===== config.mk =====
export PLATFORM = sky130hd
export DESIGN_NAME = prog_loader_flat
export DESIGN_NICKNAME = d
export VERILOG_FILES = /design/src/rtl/prog_loader_if.sv /design/src/rtl/prog_loader.sv /design/src/flat_wrapper.sv
export SDC_FILE = /design/constraint.sdc
export NUM_CORES = 1
export LEC_CHECK = 0
export ABC_CLOCK_PERIOD_IN_PS = 2600
export CORE_ASPECT_RATIO = 1.25
export CORE_MARGIN = 5
export CORE_UTILIZATION = 53
export DETAILED_ROUTE_END_ITERATION = 16
export GPL_ROUTABILITY_DRIVEN = 0
export HOLD_SLACK_MARGIN = 0.06
export PLACE_DENSITY = 0.85
export SKIP_CTS_REPAIR_TIMING = 1
export SYNTH_ARGS = -nofsm -noshare
export SYNTH_HDL_FRONTEND = slang
export SYNTH_SLANG_ARGS = --single-unit
export TNS_END_PERCENT = 5

===== constraint.sdc =====
create_clock -name clk -period 2.6 [get_ports clk]
set_clock_uncertainty 0.05 [all_clocks]
set_input_delay 0.39 -clock clk [delete_from_list [all_inputs] [get_ports clk]]
set_output_delay 0.39 -clock clk [all_outputs]
set_load 0.005 [all_outputs]

===== src/rtl/prog_loader_if.sv =====
// rtl/prog_loader_if.sv - byte stream and memory write port bundle for prog_loader
interface prog_loader_if;
    logic        rx_valid;
    logic [7:0]  rx_data;
    logic        rx_ready;
    logic        mem_write;
    logic [31:0] m_addr;
    logic [31:0] m_w_data;

    // loader side: consumes bytes, drives the memory write port
    modport slave (
        input  rx_valid,
        input  rx_data,
        output rx_ready,
        output mem_write,
        output m_addr,
        output m_w_data
    );

    // byte source / memory side
    modport master (
        output rx_valid,
        output rx_data,
        input  rx_ready,
        input  mem_write,
        input  m_addr,
        input  m_w_data
    );
endinterface


===== src/rtl/prog_loader.sv =====
// rtl/prog_loader.sv - framed boot image loader into CPU memory; optional inter-byte timeout under PROG_LOADER_TIMEOUT_EN
module prog_loader #(
    parameter logic [31:0] BASE_ADDR      = 32'h0000_0000,
    parameter int          MAX_WORDS      = 256,
    parameter int          TIMEOUT_CYCLES = 100000
) (
    input  logic         clk,
    input  logic         rst,
    input  logic         start,
    prog_loader_if.slave bus,
    output logic         cpu_rst,
    output logic         busy,
    output logic         done,
    output logic         err,
    output logic [15:0]  word_count
);
    typedef enum logic [2:0] {IDLE, LEN0, LEN1, DATA, WRITE, CSUM, DONE, ERR} state_t;

    localparam logic [16:0] MAX_W = 17'(MAX_WORDS);

    state_t      state, state_n;
    logic [15:0] len;
    logic [15:0] len_full;
    logic [7:0]  csum;
    logic [1:0]  idx;
    logic        acc;
    logic        enter_len0;
    logic        tmo;

    assign acc        = bus.rx_valid && bus.rx_ready;
    assign enter_len0 = (state_n == LEN0) && (state != LEN0);
    assign len_full   = {bus.rx_data, len[7:0]};

`ifdef PROG_LOADER_TIMEOUT_EN
    logic [31:0] tcnt;
    logic        stall_state;

    assign stall_state = (state == LEN1) || (state == DATA) || (state == CSUM);
    // the stalled cycle that would bring the count to the limit is the one that aborts
    assign tmo = stall_state && !acc && (tcnt >= 32'(TIMEOUT_CYCLES - 1));

    // inter-byte idle counter, restarted by every accepted byte and every new load
    always_ff @(posedge clk or negedge rst) begin
        if (!rst) begin
            tcnt <= 32'd0;
        end else if (acc || enter_len0) begin
            tcnt <= 32'd0;
        end else if (stall_state) begin
            tcnt <= tcnt + 32'd1;
        end
    end
`else
    assign tmo = 1'b0;
`endif

    // state register
    always_ff @(posedge clk or negedge rst) begin
        if (!rst) begin
            state <= IDLE;
        end else begin
            state <= state_n;
        end
    end

    // next-state decode; start is only honoured when no load is in flight
    always_comb begin
        state_n = state;
        case (state)
            IDLE, DONE, ERR: if (start) state_n = LEN0;
            LEN0:            if (acc) state_n = LEN1;
            LEN1: begin
                if (acc) begin
                    if ({1'b0, len_full} > MAX_W) state_n = ERR;
                    else if (len_full == 16'd0)   state_n = CSUM;
                    else                          state_n = DATA;
                end
            end
            DATA:            if (acc && idx == 2'd3) state_n = WRITE;
            WRITE:           state_n = (word_count + 16'd1 == len) ? CSUM : DATA;
            CSUM:            if (acc) state_n = (bus.rx_data == csum) ? DONE : ERR;
            default:         state_n = IDLE;
        endcase
        if (tmo) state_n = ERR;
    end

    // registered control outputs decoded from the upcoming state
    always_ff @(posedge clk or negedge rst) begin
        if (!rst) begin
            bus.rx_ready  <= 1'b0;
            bus.mem_write <= 1'b0;
            cpu_rst       <= 1'b1;
            busy          <= 1'b0;
            done          <= 1'b0;
            err           <= 1'b0;
        end else begin
            bus.rx_ready  <= (state_n == LEN0) || (state_n == LEN1) ||
                             (state_n == DATA) || (state_n == CSUM);
            bus.mem_write <= (state_n == WRITE);
            cpu_rst       <= (state_n != DONE);
            busy          <= (state_n == LEN0) || (state_n == LEN1) || (state_n == DATA) ||
                             (state_n == WRITE) || (state_n == CSUM);
            done          <= (state_n == DONE);
            err           <= (state_n == ERR);
        end
    end

    // length capture, word assembly, checksum and address/count advance
    always_ff @(posedge clk or negedge rst) begin
        if (!rst) begin
            bus.m_addr   <= BASE_ADDR;
            bus.m_w_data <= 32'd0;
            word_count   <= 16'd0;
            len          <= 16'd0;
            csum         <= 8'd0;
            idx          <= 2'd0;
        end else if (enter_len0) begin
            bus.m_addr <= BASE_ADDR;
            word_count <= 16'd0;
            csum       <= 8'd0;
            idx        <= 2'd0;
        end else begin
            case (state)
                LEN0: if (acc) len[7:0]  <= bus.rx_data;
                LEN1: if (acc) len[15:8] <= bus.rx_data;
                DATA: begin
                    if (acc) begin
                        bus.m_w_data[{idx, 3'b000} +: 8] <= bus.rx_data;
                        csum <= csum ^ bus.rx_data;
                        idx  <= idx + 2'd1;
                    end
                end
                WRITE: begin
                    word_count <= word_count + 16'd1;
                    bus.m_addr <= bus.m_addr + 32'd4;
                end
                default: ;
            endcase
        end
    end
endmodule


===== src/flat_wrapper.sv =====
// flat-port wrapper written by rule: the top's interface ports become plain ports
module prog_loader_flat 
#(
    parameter logic [31:0] BASE_ADDR      = 32'h0000_0000,
    parameter int          MAX_WORDS      = 256,
    parameter int          TIMEOUT_CYCLES = 100000
)
  (clk, rst, start, cpu_rst, busy, done, err, word_count, bus_rx_valid, bus_rx_data, bus_rx_ready, bus_mem_write, bus_m_addr, bus_m_w_data);
  prog_loader_if bus_i ();
  input  logic clk;
  input  logic rst;
  input  logic start;
  output logic cpu_rst;
  output logic busy;
  output logic done;
  output logic err;
  output logic [15:0] word_count;
  input wire logic [$bits(bus_i.rx_valid)-1:0] bus_rx_valid;
  input wire logic [$bits(bus_i.rx_data)-1:0] bus_rx_data;
  output wire logic [$bits(bus_i.rx_ready)-1:0] bus_rx_ready;
  output wire logic [$bits(bus_i.mem_write)-1:0] bus_mem_write;
  output wire logic [$bits(bus_i.m_addr)-1:0] bus_m_addr;
  output wire logic [$bits(bus_i.m_w_data)-1:0] bus_m_w_data;
  assign bus_i.rx_valid = bus_rx_valid;
  assign bus_i.rx_data = bus_rx_data;
  assign bus_rx_ready = bus_i.rx_ready;
  assign bus_mem_write = bus_i.mem_write;
  assign bus_m_addr = bus_i.m_addr;
  assign bus_m_w_data = bus_i.m_w_data;
  prog_loader #(.BASE_ADDR(BASE_ADDR), .MAX_WORDS(MAX_WORDS), .TIMEOUT_CYCLES(TIMEOUT_CYCLES)) u_core (.clk(clk), .rst(rst), .start(start), .bus(bus_i), .cpu_rst(cpu_rst), .busy(busy), .done(done), .err(err), .word_count(word_count));
endmodule

==> impl_metrics.yaml <==
clock_network:
  clockBufferDepth: 2
  tritoncts: "yes"
  numCtsBuffers: 17
  clk_latency_ns: 0.41
  cts-root-buf: "clkbuf_16"
  h-tree-depth: 4
  cts_sinks: 113
  clkTransAtPathRegs_ns: 0.05
sta:
  hold_viol_final: 0
  fmax_mhz: 423.0
  min_period_over_period_pct: 90.92
  setup_viol: 0
  slew_headroom_pct: 63.11
  fin_crit_ns: 2.364
  slew_viol_final: 0
  hold_slack_ns: 0.4273
  max_slew.worst_pin.slew_ns: 0.5534
hold_path:
  min_path_cells: 2
  hp-class: "reg -> reg"
worst_setup_path:
  r2r_slack_ns: 0.24
  start_kind: "flop"
  crit_type: "reg -> reg"
  endpoint: "u_core.state[1]"
  crit_fanout: 5
  r2r-start: "u_core.word_count[1]"
  critPathLaunch: "u_core.word_count[1]"
  reg2regPathDepth: 7
  r2r-end: "u_core.state[1]"
  endpoint_kind: "flop"
  cp.arrival_ns: 2.59
  worstPathRequired_ns: 2.82
logic_synthesis:
  syn_area_per_cell_sq_um: 9.409
  synth_cell_types: 49
  synth_area_leader_cell: "dfrtp_1"
  synth_edf_count: 0
  synthFlopType: "dfrtp_1"
  async_flop_share_pct: 100.0
  syn_area_sq_um: 5739
  synthCells: 610
  yosysSeqAreaShare_pct: 49.29
  yosys_warnings: 0
  ys_seq_elements: 113
  yosys.area.top_type_share_pct: 48.83
  synth_area_leaders: "dfrtp_1 (49%), nand2_1 (6.9%), xnor2_1 (6.3%)"
global_routing:
  first_global_vias: 4983
  grt_util_all_layers_pct: 24.06
  grt_overflow: 0
  antenna_found_initial: 0
  grt_pass1_wl_mm: 24.76
  grt_max_degree: 51
power_and_ir_drop:
  p_sw_mw: 2.212
  power_density_nw_per_um2: 913.2
  p_clk_share_pct: 36.0
  ir_drop_v: 0.0005599
  combPwrFrac_pct: 28.8
  p_leak_nw: 3.201
  internal_power_mw: 4.721
  total_power_mw: 6.934
  p_seq_share_pct: 35.2
  swShare_pct: 31.91
outcome:
  status: "complete, no violations"
final_layout:
  fillers: 759
  final_cells: 869
  n_antenna_cell: 0
  final_common_cell: "dfrtp_1"
  nNetsFinal: 743
  final_cell_mix: "dfrtp_1 (112), nand2_1 (106), clkdlybuf4s50_1 (94), nor2_1 (67), o21ai_0 (48)"
  drive_gt1_share_pct: 12.35
  syn2layout_area_growth_pct: 32.29
place:
  port_buffers: 95
  dpl.hpwl_mm: 10.13
  placed_cells: 836
floorplanning:
  ios: 98
  dieArea_sq_um: 13020
  die_h_microns: 126.3
  row_count: 42
  core_sq_um: 10620
  die_w_microns: 103.1
  start_util_pct: 54.07
drt:
  viasPerCell: 5.680
  routed_wl_mm: 14.82
  first_pass_iters: 6
  num_vias: 4936
  drc: 0
  antenna_left: 0
  wire_per_inst_microns: 17.06
  drtIter0Drc: 399
flow_run:
  cap_violations: 0
==> power by group through the flow <==
| stage | Clock (mW) | Sequential, mW | Combinational [mW] |
|---|---|---|---|
| floorplan | 0 | 2.36 | 1.40 |
| global placement | 0 | 2.42 | 1.90 |
| detailed placement | 0 | 2.45 | 1.98 |
| CTS | 2.53 | 2.43 | 2.00 |
| global route | 2.63 | 2.49 | 2.21 |
| finish | 2.50 | 2.44 | 2.00 |
==> logic make-up after synthesis <==
group	synth area share, %
mux	3.314
compound gates	7.020
buf+inv	3.772
flops	49.29
simple gates	23.87
xor+xnor	11.14
other cells	0.06534
fa+ha+maj	1.526
==> metal layers <==
layer	GRT usage, %	wire [microns]
met1	29.49	5833
met2	40.76	7741
met3	5.327	886
met4	9.451	360
met5	0	0
==> through the flow <==
stage / cell area, sq um / worst slack, ns / utilization [%] / TNS (ns)
after detailed placement: 6935 / -0.006205 / 65.33 / -0.02156
after global placement: 6935 / 0.08047 / 65.33 / 0
after CTS: 7575 / 0.1564 / 71.36 / 0
final: 7592 / 0.2362 / 71.52 / 0
after global routing: 7592 / -0.01627 / 71.52 / -0.01627
after floorplan: 5743 / 0.5283 / - / 0
==> flip-flops by register name, summed over array words and instances (netlist names) <==
register              cells
u_core.bus.m_addr        30
u_core.bus.m_w_data      32
u_core.bus.mem_write      1
u_core.bus.rx_ready       1
u_core.busy               1
u_core.cpu_rst            1
u_core.csum               8
u_core.done               1
u_core.err                1
u_core.idx                2
u_core.len               16
u_core.state              3
u_core.word_count        16
==> cells in the mapped netlist, drive strengths merged, types with 4 or more instances <==
library cell and n:
xor2 32, dfrtp 112, nand3 28, nand2 106
a21oi 5, nand4 15, nor3 20, buf 21
xnor2 41, nor3b 6, or3 4, mux2 16
o21ai 48, ha 7, nor4 9, inv 8
and4 4, o31ai 4, nor2 67, clkbuf 13
nand2b 5, and3 10
==> worst min path at each step <==
stage / start / endpoint / slack [ns]
2_1_floorplan: rst / u_core.bus.m_addr[10] / 0.04
3_3_place_gp: rst / u_core.bus.m_addr[31] / 0.36
3_5_place_dp: rst / u_core.bus.m_addr[31] / 0.37
4_1_cts: rst / u_core.bus.m_addr[31] / -0.07
5_1_grt: u_core.bus.m_w_data[27] / u_core.bus.m_w_data[27] / 0.45
6_report: u_core.bus.m_w_data[27] / u_core.bus.m_w_data[27] / 0.43
==> worst max-delay path, stage by stage (launching register included) <==
cell and delay [ns]:
dfrtp_1 0.42, ha_1 0.33, xnor2_1 0.16, o211ai_1 0.10, a2111oi_1 0.48, nand4_1 0.18
nor4_2 0.39, o21ai_0 0.13
==> final cells by class <==
| class | count | area, sq um | share of cell area, % |
|---|---|---|---|
| clock inverters | 10 | 155.1 | 2.044 |
| repair buffers | 128 | 1224 | 16.12 |
| multi-input cells | 456 | 2705 | 35.63 |
| clock buffers | 22 | 484.2 | 6.378 |
| well taps | 132 | 165.2 | 2.175 |
| inverters | 8 | 30.03 | 0.3955 |
| flip-flops and latches | 113 | 2829 | 37.26 |
Power figures use the tool's default switching activity.
